===== config.mk =====
export PLATFORM = sky130hd
export DESIGN_NAME = game_timer
export DESIGN_NICKNAME = d
export VERILOG_FILES = /design/src/rtl/game_timer.sv
export SDC_FILE = /design/constraint.sdc
export NUM_CORES = 1
export LEC_CHECK = 0
export BUFFER_PORTS_ARGS = -buffer_cell sky130_fd_sc_hd__clkbuf_2
export CORE_UTILIZATION = 48
export CTS_CLUSTER_DIAMETER = 80
export DETAILED_ROUTE_END_ITERATION = 10
export PLACE_DENSITY_LB_ADDON = 0.2
export SYNTH_ARGS = -nofsm -noshare
export SYNTH_HDL_FRONTEND = slang
export SYNTH_SLANG_ARGS = --single-unit

===== constraint.sdc =====
create_clock -name clk -period 3.9 [get_ports clk]
set_clock_uncertainty 0.05 [all_clocks]
set_input_delay 0.78 -clock clk [delete_from_list [all_inputs] [get_ports clk]]
set_output_delay 0.78 -clock clk [all_outputs]
set_load 0.1 [all_outputs]

===== src/rtl/game_timer.sv =====
// Game timer: BCD countdown, lives counter and run/pause/over control
// driven by divider toggles and edge-detected player inputs.
module game_timer #(
  parameter logic [7:0] START_TIME  = 8'h99,
  parameter logic [2:0] START_LIVES = 3'd3
) (
  input  logic       clk,
  input  logic       RST,
  input  logic       slow_clock,
  input  logic       slow_life,
  input  logic       start,
  input  logic       pause,
  input  logic       hit,
  output logic       tick,
  output logic [2:0] lives,
  output logic [7:0] time_bcd,
  output logic [1:0] state,
  output logic       game_over
);

  typedef enum logic [1:0] {
    S_IDLE  = 2'b00,
    S_RUN   = 2'b01,
    S_PAUSE = 2'b10,
    S_OVER  = 2'b11
  } state_t;

  state_t     r_state;
  state_t     w_next;
  logic       r_tick;
  logic       r_over;
  logic [2:0] r_lives;
  logic [7:0] r_time;

  logic       r_sc_prev;
  logic       r_sl_prev;
  logic       r_st_prev;
  logic       r_hit_prev;

  logic       w_sc_ev;
  logic       w_sl_ev;
  logic       w_st_ev;
  logic       w_hit_ev;

  logic [7:0] w_time_dec;
  logic [7:0] w_time;
  logic [2:0] w_lives;
  logic       w_tick;

  // Divider outputs toggle: any level change is an event.
  assign w_sc_ev  = slow_clock ^ r_sc_prev;
  assign w_sl_ev  = slow_life ^ r_sl_prev;
  assign w_st_ev  = start & ~r_st_prev;
  assign w_hit_ev = hit & ~r_hit_prev;

  always_comb begin
    w_time_dec = r_time;
    if (r_time != 8'h00) begin
      if (r_time[3:0] == 4'd0)
        w_time_dec = {r_time[7:4] - 4'd1, 4'd9};
      else
        w_time_dec = {r_time[7:4], r_time[3:0] - 4'd1};
    end
  end

  always_comb begin
    w_next  = r_state;
    w_time  = r_time;
    w_lives = r_lives;
    w_tick  = 1'b0;
    unique case (r_state)
      S_IDLE, S_OVER: begin
        if (w_st_ev) begin
          w_next  = S_RUN;
          w_time  = START_TIME;
          w_lives = START_LIVES;
        end
      end
      S_RUN: begin
        if (pause) begin
          w_next = S_PAUSE;
        end else begin
          w_tick = w_sc_ev;
          if (w_sl_ev)
            w_time = w_time_dec;
          if (w_hit_ev && r_lives != 3'd0)
            w_lives = r_lives - 3'd1;
          if ((w_sl_ev && w_time_dec == 8'h00) ||
              (w_hit_ev && r_lives <= 3'd1))
            w_next = S_OVER;
        end
      end
      S_PAUSE: begin
        if (!pause)
          w_next = S_RUN;
      end
    endcase
  end

  always_ff @(posedge clk) begin
    r_sc_prev  <= slow_clock;
    r_sl_prev  <= slow_life;
    r_st_prev  <= start;
    r_hit_prev <= hit;
    if (RST) begin
      r_state <= S_IDLE;
      r_tick  <= 1'b0;
      r_over  <= 1'b0;
      r_time  <= START_TIME;
      r_lives <= START_LIVES;
    end else begin
      r_state <= w_next;
      r_tick  <= w_tick;
      r_over  <= (w_next == S_OVER);
      r_time  <= w_time;
      r_lives <= w_lives;
    end
  end

  assign tick      = r_tick;
  assign lives     = r_lives;
  assign time_bcd  = r_time;
  assign state     = r_state;
  assign game_over = r_over;

endmodule


Word level (Yosys, flattened, before mapping). Index checks and enable logic that the tools add are counted.

Register bits after elaboration: 19. Input port bits: 7. Output and inout bits: 15. Logic and storage cells: 57.

Add/sub/neg operators: 3. Order comparisons: 1. Equal/unequal tests: 8. Muxes and demuxes: 15. Bitwise logic cells: 7. Reduce and logical (&&, ||, !) cells: 14.

Operators by type and width (number): 2-to-1 mux 8 bit (5); case mux 8 bit (2 select lines) (1); 2-to-1 mux 3 bit (3); zero test 8 bit (1); 2-to-1 mux 2 bit (4); inequality test 2 bit (second input constant) (4); AND reduction 4 bit (2); nonzero test 8 bit (1); subtractor 4 x 1 -> 4 bit (second input constant) (2); equality test 2 bit (second input constant) (3); case mux 2 bit (3 select lines) (1); case mux 3 bit (2 select lines) (1); zero test 4 bit (1); less-or-equal comparator 3 x 1 -> 1 bit (second input constant) (1); logical AND 1 bit (3); NOT 1 bit (3); nonzero test 3 bit (1); OR reduction 3 bit (1); subtractor 3 x 1 -> 3 bit (second input constant) (1); bitwise AND 1 bit (2); equality test 2 x 1 -> 1 bit (second input constant) (1); zero test 2 bit (1); nonzero test 2 bit (1); OR reduction 2 bit (1); other kinds (2) (3).

Logic depth before layout (Yosys ltp). Gate-level depths: netlist of run 1.

Depth after elaboration: 10. Depth in mapped cells: 8. Mapped depth without buffers: 7.

Least setup slack after synthesis of run 1. No wires, ideal clock.

Path type: reg2reg. Start point: reg r_state[0], in the netlist state[0]. End point: reg r_time[3], in the netlist time_bcd[3]. Setup time: 0.120 ns. Arrival: 2.382 ns. Required time: 3.730 ns. Slack: 1.349 ns. Stages on the path, launching flop included: 7. Path buffers: 0. Period minus slack after synthesis: 2.551 ns. Cells stage by stage: dfxtp_1 > inv_1 > ha_1 > nor2b_1 > o21ai_1 > a21oi_1 > a211o_1.

Longest elaborated chain between the ends: 4. Elaborated cells between the ends (all ways): 10. Classes of those cells: eq/ne: 5; mux: 1; reduce/logical: 4.

RTL lines: start: declaration (RTL line 28) `state_t r_state;`; start signal: assignment (RTL line 112) `r_state <= w_next;`; equality test 2 bit or zero test 2 bit (tied branches) (RTL line 71) `unique case (r_state)`; OR reduction 2 bit (RTL line 71); inequality test 2 bit (no line) or nonzero test 2 bit (tied branches); AND reduction 4 bit (no line); end signal: assignment (RTL line 115) `r_time <= w_time;`; end: declaration (RTL line 33) `logic [7:0] r_time;`.

Parallel ways exist; a longest one is shown, timed or not. A chain may end at the register's enable or synchronous reset.

Worst setup path in the final report of run 1.
Start point: reg r_time[0], in the netlist time_bcd[0]. End point: out time_bcd[0].

RTL lines: end: declaration (RTL line 16) `output logic [7:0] time_bcd,`.

No word-level cell between the ends.

==> results_dict.tcl, run 1 <==
set metrics [dict create \
    io_buffers 21 \
    cp_max_fo 10 \
    final_nets 157 \
    drc 0 \
    core_area_sq_um 2040 \
    synthFlopType "dfxtp_1" \
    setup_viol 0 \
    fin_util_pct 59.9 \
    rows 16 \
    endpoint_kind "output pin" \
    insertion_delay_ns 0.29 \
    worst_path_max_delay_cell "dfxtp_1" \
    hold_viol_final 0 \
    grt_pass1_vias 894 \
    synth_edf_count 0 \
    design.die.area_sq_um 2450 \
    r2r_setup_slack_ns 1.74 \
    min_from "r_st_prev" \
    layout_commonest_cell "clkbuf_2" \
    final_cell_mix "clkbuf_2, dfxtp_1, nor2_1" \
    fin_crit_ns 2.19 \
    fillers 205 \
    synth.distinct_cells 42 \
    cts_buffer_depth 2 \
    clk_pin_slew_ns 0.11 \
    diodes 0 \
    crit_required_ns 3.07 \
    drive_gt1_share_pct 25.4 \
    place.gp.congestion 0.836 \
    ys_seq_area_share_pct 35.1 \
    holdBufCountCts 0 \
    num_io_pins 22 \
    cts_root_buf "clkbuf_4" \
    worst_slew_pin_slew_ns 0.547 \
    htreeDepth 1 \
    cts_inserted_buffers 3 \
    drtPass1Iterations 4 \
    critPathLaunch "time_bcd[0]" \
    status "finished, final reports clean" \
    cp_top_family "flip-flops" \
    fp.dieH_um 49.5 \
    start_util_pct 53.0 \
    via_per_inst 5.51 \
    cts_tree "done" \
    worstPathArrival_ns 1.36 \
    place_area_sq_um 1200 \
    vias 931 \
    gr-total-overflow 0 \
    numPlacedInstances 165 \
    grt_max_degree 18 \
    ant_nets 0 \
    antenna_found_initial 0 \
    cellPowerDensity_nw_per_um2 436 \
    die_w_um 49.5 \
    avgSynthCellArea_sq_um 8.94 \
    slew_headroom_pct 63.3 \
    ys_warn_count 0 \
    slew_viol_final 0 \
    grt_pass1_wl_um 3800 \
    cts.sinks 19 \
    dp_hpwl_um 1660 \
    syn2layout_area_growth_pct 13.1 \
    path_buf_inv 1 \
    p_leak_nw 0.493 \
    grt_usage_pct 19.5 \
    cts_resized 0 \
    start_kind "register" \
    p_total_uw 533 \
    fmax_mhz 456 \
    criticalPathCategory "register to output pin" \
    final-instance-count-excl-fill 169 \
    r2r_start "state[0]" \
    synth_area_sq_um 1080 \
    postSynthCellCount 121 \
    drv_cap 0 \
    routed_wl_um 2130 \
    drt_iter0_markers 23 \
    synth-seq-cells 19 \
    finish.instance_area_sq_um 1220 \
    path_cells "clkbuf_2" \
    peakVddDrop_v 0.000313 \
    wire_per_inst_um 12.6 \
    post_cts.repair.setup_buffers 0 \
    slowest_delay_ns 0.55 \
    fin_tns_setup_ns 0 \
    syn-num-nets 135 \
    finalCritPeriodShare_pct 56.3 \
    hold_class "register to register" \
    rsz0062_at_grt "false" \
    async_flop_share_pct 0 \
]
[path summary, 6_finish.rpt]
path                                     to  cells after the start
worst min register to register     lives[2]                      2
worst max register to register  time_bcd[3]                      6
worst max-delay path            time_bcd[0]                      1
worst min-delay path               lives[2]                      2
[final cells by class]
| class | count | area [sq um] | area share [%] |
|---|---|---|---|
| sequential | 19 | 380 | 31.1 |
| timing repair buffer | 21 | 105 | 8.59 |
| multi-input combinational | 89 | 644 | 52.7 |
| inverter | 9 | 33.8 | 2.76 |
| clock buffer | 4 | 26.3 | 2.15 |
| tap | 27 | 33.8 | 2.76 |
[report_power, final]
part           total [mW]  switching, mW  leakage, nW  internal, mW
sequential          0.219         0.0150        0.155         0.204
clock              0.0988         0.0590       0.0150        0.0398
combinational       0.215          0.157        0.323        0.0584
[worst register-to-register path, delay by kind of cell, from the launching register on]
family | cells | cell delay (ns)
flip-flops | 1 | 0.44
adder cells (fa/ha/maj) | 1 | 0.37
buffers and inverters | 1 | 0.07
AND/OR/NAND/NOR | 1 | 0.21
AO/OA/AOI/OAI | 3 | 0.92
[registers in the layout, summed over array words and instances, names as in the netlist]
name and count:
r_sl_prev 1, r_sc_prev 1, r_hit_prev 1, game_over 1, tick 1, time_bcd 8, r_st_prev 1, lives 3
state 2
[cell families after synthesis]
| group | Yosys count | synth area share [%] |
|---|---|---|
| mux | 2 | 1.85 |
| buf+inv | 13 | 5.32 |
| fa+ha+maj | 7 | 8.09 |
| flops | 19 | 35.1 |
| xor+xnor | 3 | 2.43 |
| compound gates | 32 | 20.8 |
| simple gates | 45 | 26.4 |
[cells in the mapped netlist, drive strengths merged, types with 2 or more instances]
| cell | instances | area (sq um) |
|---|---|---|
| clkbuf | 2 | 7.51 |
| o21ai | 10 | 53.8 |
| a31oi | 2 | 18.8 |
| nor3 | 5 | 25.0 |
| dfxtp | 19 | 380 |
| xor2 | 2 | 17.5 |
| a211oi | 2 | 25.0 |
| buf | 2 | 16.3 |
| or2 | 2 | 12.5 |
| a21oi | 8 | 40.0 |
| inv | 9 | 33.8 |
| or4 | 5 | 41.3 |
| mux2i | 2 | 20.0 |
| nand4 | 2 | 12.5 |
| nor4 | 2 | 42.5 |
| nor2b | 3 | 18.8 |
| nor2 | 10 | 37.5 |
| ha | 7 | 87.6 |
| nand2 | 5 | 21.3 |
| nand2b | 6 | 37.5 |
[layer usage]
| layer | vias to the layer above | share of wire (%) | track usage (%) |
|---|---|---|---|
| met5 | - | 0 | 0 |
| met4 | 0 | 0.42 | 5.24 |
| met3 | 2 | 5.0 | 3.09 |
| met2 | 28 | 47 | 33.8 |
| met1 | 426 | 48 | 24.9 |
| li1 | 475 | - | - |
[per-stage QoR]
stage | worst slack, ns | hold slack [ns]
floorplan | 1.35 | 0.412
global placement | 1.71 | 0.425
detailed placement | 1.67 | 0.431
CTS | 1.69 | 0.458
global route | 1.54 | 0.508
finish | 1.71 | 0.456
Note: power is estimated with default switching activity, not from simulation.
==> run 2, diff against run 1 <==
Clock period 3.9 ns to 1.8 ns, I/O delays scaled along.
==> run 2 against run 1 <==
Compared with the run above: the flow now finishes with violations (negative setup slack); worst setup slack lost 1.8 ns; global-route usage grew 2.4 points; total power grew 150%; cell area grew 23%; sequential share of layout area shrank 3.1 points; combinational power grew to 3.0 times the previous value; critical path depth grew 5.
==> results_dict.tcl, run 2 (synthesized netlist as in run 1, its figures left out) <==
set metrics [dict create \
    status "finished with violations" \
    violations "negative setup slack" \
    holdBufCountCts 0 \
    drv_cap 0 \
    cts_buffer_depth 2 \
    final_nets 170 \
    antenna_found_initial 0 \
    start_kind "register" \
    gr-total-overflow 0 \
    fin_crit_ns 1.88 \
    via_per_inst 5.57 \
    hold_viol_final 0 \
    crit_required_ns 1.97 \
    io_buffers 21 \
    drt_iter0_markers 10 \
    core_area_sq_um 2040 \
    vias 1014 \
    wire_per_inst_um 13.8 \
    grt_usage_pct 21.9 \
    cts_tree "done" \
    finish.instance_area_sq_um 1500 \
    endpoint_kind "register" \
    fin_tns_setup_ns -0.186 \
    num_io_pins 22 \
    clk_pin_slew_ns 0.11 \
    multi_input_area_sq_um 771 \
    rsz0062_at_grt "true" \
    fp.dieH_um 49.5 \
    dr_wl_met3_um 97 \
    start_util_pct 53.0 \
    p_total_mw 1.32 \
    slew_headroom_pct 63.2 \
    drtPass1Iterations 4 \
    highest-signal-layer "met4" \
    grt_pass1_wl_um 4070 \
    grt_max_degree 12 \
    peakVddDrop_v 0.000712 \
    fmax_mhz 531 \
    place.gp.congestion 0.915 \
    cts_root_buf "clkbuf_4" \
    setup_slack_ns -0.0849 \
    syn2layout_area_growth_pct 38.6 \
    diodes 0 \
    worst_slew_pin_slew_ns 0.555 \
    rows 16 \
    whs_ns 0.125 \
    grt_pass1_vias 902 \
    fillers 157 \
    fin_util_pct 73.5 \
    final_cell_mix "clkbuf_2, buf_4, nor2_1" \
    place_area_sq_um 1400 \
    ant_nets 0 \
    slew_viol_final 0 \
    drc 0 \
    largest_reg_flops 8 \
    criticalPathCategory "register to register" \
    design.die.area_sq_um 2450 \
    dp_hpwl_um 1840 \
    cts_inserted_buffers 3 \
    die_w_um 49.5 \
    cp_max_fo 6 \
    insertion_delay_ns 0.30 \
    hold_class "primary input to register" \
    m1WireLength_um 1180 \
    cellPowerDensity_nw_per_um2 883 \
    routed_wl_um 2520 \
    drive_gt1_share_pct 52.9 \
    p_leak_nw 0.592 \
    layout_commonest_cell "clkbuf_2" \
    setup_viol 4 \
    worstPathArrival_ns 2.06 \
    htreeDepth 1 \
    met2_wirelength_um 1170 \
    finalCritPeriodShare_pct 105 \
    seq_area_sq_um 419 \
    cts.sinks 19 \
]
run 2: changes by cell type in the layout (fill, tap and decap cells not counted), moves of 4 or more:
cell     change
inv_2        +4
dfxtp_2      +4
buf_4       +15
inv_1        -6
dfxtp_1     -13
dfxtp_4      +9
run 2: final timing paths:
path / from / end / slack, ns / cells after the start
max: time_bcd[1] / state[1] / -0.08 / 6
min: hit / r_hit_prev / 0.13 / 1
max reg2reg: time_bcd[1] / state[1] / -0.08 / 6
min reg2reg: time_bcd[1] / time_bcd[1] / 0.47 / 2
run 2: where the power goes:
part	switching (mW)	internal [mW]
logic	0.416	0.219
clock network	0.134	0.0828
registers	0.0311	0.441
run 2: critical path: stages (launching register included):
cell and delay, ns:
dfxtp_2 0.36, buf_4 0.15, nor4_4 0.37, nand2_2 0.12
a2111oi_4 0.37, a31oi_2 0.17, a211oi_2 0.22
run 2: timing repair:
action / 4_1_cts / 5_1_grt
gates resized for setup: 2 / 6
cloned: 0 / 0
setup buffers: 0 / 3
endpoints found under the setup margin: 4 / 7
pin swaps: 1 / 1
run 2: area by class of cell:
class / instances / share of cell area, %
well taps: 27 / 2.25
multi-input cells: 89 / 51.4
clock buffers: 3 / 1.50
repair buffers: 34 / 14.0
inverters: 9 / 2.59
flip-flops and latches: 19 / 27.9
clock inverters: 1 / 0.334
run 2: metrics by stage:
step                std cells  setup WS [ns]
global route              182         -0.189
detailed placement        175        -0.0820
global placement          175       0.000456
finish                    182        -0.0849
CTS                       179        -0.0729
floorplan                 121         -0.192
run 2: routing by layer:
layer	up-vias	track usage, %
met5	-	0
met2	28	34.7
met3	9	4.63
met1	472	27.5
li1	505	-
met4	0	12.4
==> run 3, diff against run 2 <==
Clock period 1.8 ns to 1.63 ns, I/O delays scaled along.
==> run 3 against run 2 <==
Compared with the run above: the run still ends with negative setup slack left; via count up 21%; clock power grew 22%; cell count grew 13%; combinational power increased by 75%; total power up 42%; worst setup slack worse by 0.23 ns; sequential power increased by 8.7%; global-route usage increased by 7.0 points; flip-flop and latch count unchanged; fmax decreased by 3.0%; cell area increased by 21%.
==> results_dict.tcl, run 3 (synthesized netlist as in run 1, its figures left out) <==
set metrics [dict create \
    core_area_sq_um 2040 \
    path_cells "or4_4 -> nor4_4 -> mux2i_2 -> a31oi_2 -> a211oi_2" \
    sw_frac_of_total_pct 43.3 \
    drv_cap 0 \
    cts_tree "done" \
    met3_usage_pct 4.94 \
    fp.dieH_um 49.5 \
    layout_commonest_cell "buf_4" \
    slew_headroom_pct 63.7 \
    num_io_pins 22 \
    worstPathArrival_ns 2.13 \
    grt_usage_pct 28.9 \
    holdBufCountCts 0 \
    hold_class "primary input to register" \
    path_buf_inv 0 \
    pwr-share-clk_pct 14.0 \
    place.gp.congestion 0.895 \
    dp_hpwl_um 2310 \
    cp_max_fo 3 \
    drt_iter0_markers 83 \
    htreeDepth 1 \
    seqPwrFrac_pct 27.2 \
    syn2layout_area_growth_pct 68.1 \
    cts_inserted_buffers 3 \
    final_nets 194 \
    grt_max_degree 13 \
    largest_reg_flops 8 \
    grt.met2_usage_pct 50.9 \
    criticalPathCategory "register to register" \
    top_usage_layer "met2" \
    finalCritPeriodShare_pct 119 \
    switchingPower_uw 816 \
    r2r_setup_slack_ns -0.31 \
    insertion_delay_ns 0.31 \
    worst_path_max_delay_cell "or4_4" \
    grt_use_met1_pct 35.0 \
    crit_required_ns 1.81 \
    slew_viol_final 0 \
    cts_root_buf "clkbuf_4" \
    clk_pin_slew_ns 0.12 \
    violations "negative setup slack" \
    cts.sinks 19 \
    routed_wl_um 3860 \
    grt_pass1_wl_um 5330 \
    slowest_delay_ns 0.57 \
    cellPowerDensity_nw_per_um2 1040 \
    drive_gt1_share_pct 64.8 \
    ant_nets 0 \
    final_cell_mix "buf_4, clkbuf_2, nor2_1" \
    p_leak_nw 0.751 \
    power_frac_comb_pct 58.8 \
    cp_top_family "simple AND/OR/NAND/NOR gates" \
    start_kind "register" \
    cts_buffer_depth 2 \
    rows 16 \
    p_total_mw 1.89 \
    via_per_inst 5.95 \
    design.die.area_sq_um 2450 \
    start_util_pct 53.0 \
    internal_power_mw 1.07 \
    whs_ns 0.0715 \
    vias 1226 \
    fin_crit_ns 1.94 \
    fillers 93 \
    setup_slack_ns -0.313 \
    drc 0 \
    hold_viol_final 0 \
    die_w_um 49.5 \
    drtPass1Iterations 4 \
    rsz0062_at_grt "true" \
    io_buffers 21 \
    worst_slew_pin_slew_ns 0.546 \
    diodes 0 \
    endpoint_kind "register" \
    fmax_mhz 515 \
    status "finished with violations" \
    wire_per_inst_um 18.7 \
    setup_viol 9 \
    gr-total-overflow 0 \
    antenna_found_initial 0 \
    peakVddDrop_v 0.00102 \
    grt_pass1_vias 1180 \
]
==> run 3: cell types whose count changed in the layout (fill, tap and decap cells not counted), moves of 4 or more <==
cell      previous run  this run
o21ai_0              8         4
buf_6                0         7
buf_4               15        36
clkbuf_2            18        12
a21oi_1              8         4
==> run 3: power groups by stage <==
stage / Clock [mW] / Combinational, mW / Sequential, mW
3_3_place_gp: 0 / 0.842 / 0.524
3_5_place_dp: 0 / 0.867 / 0.527
2_1_floorplan: 0 / 0.422 / 0.668
6_report: 0.264 / 1.11 / 0.513
5_1_grt: 0.287 / 1.15 / 0.517
4_1_cts: 0.259 / 0.937 / 0.514
==> run 3: worst paths after layout <==
path | start | end | cells past startpoint
setup / recovery | time_bcd[2] | state[1] | 5
setup reg to reg | time_bcd[2] | state[1] | 5
hold reg to reg | lives[1] | lives[1] | 2
hold / removal | hit | r_hit_prev | 1
==> run 3: per-layer routing <==
| metal | share of wire (%) | up-vias |
|---|---|---|
| met3 | 6.1 | 17 |
| met5 | 0 | - |
| met2 | 51 | 79 |
| li1 | - | 553 |
| met4 | 3.4 | 0 |
| met1 | 40 | 577 |
==> run 3: through the flow <==
step | TNS, ns | util, % | std cells | setup WS [ns] | instance area, sq um
4_1_cts | -0.958 | 84.7 | 204 | -0.213 | 1730
2_1_floorplan | -2.51 | - | 121 | -0.362 | 1230
3_5_place_dp | -1.35 | 79.3 | 196 | -0.244 | 1620
5_1_grt | -2.39 | 89.1 | 206 | -0.371 | 1820
3_3_place_gp | -0.972 | 79.3 | 196 | -0.179 | 1620
6_report | -1.78 | 89.1 | 206 | -0.313 | 1820
==> run 3: timing repair <==
action,in CTS,in global routing
resized for setup,13,19
pin swaps,13,8
endpoints found under the setup margin,11,14
setup buffers,4,3
endpoints found under the hold margin,0,0
==> run 3: area by class of cell <==
class / count / area [sq um] / area share (%)
Inverter: 9 / 41.3 / 2.27
Timing Repair Buffer: 58 / 457 / 25.1
Multi-Input combinational cell: 89 / 840 / 46.1
Tap cell: 27 / 33.8 / 1.86
Clock inverter: 1 / 6.26 / 0.344
Sequential cell: 19 / 419 / 23.0
Clock buffer: 3 / 22.5 / 1.24
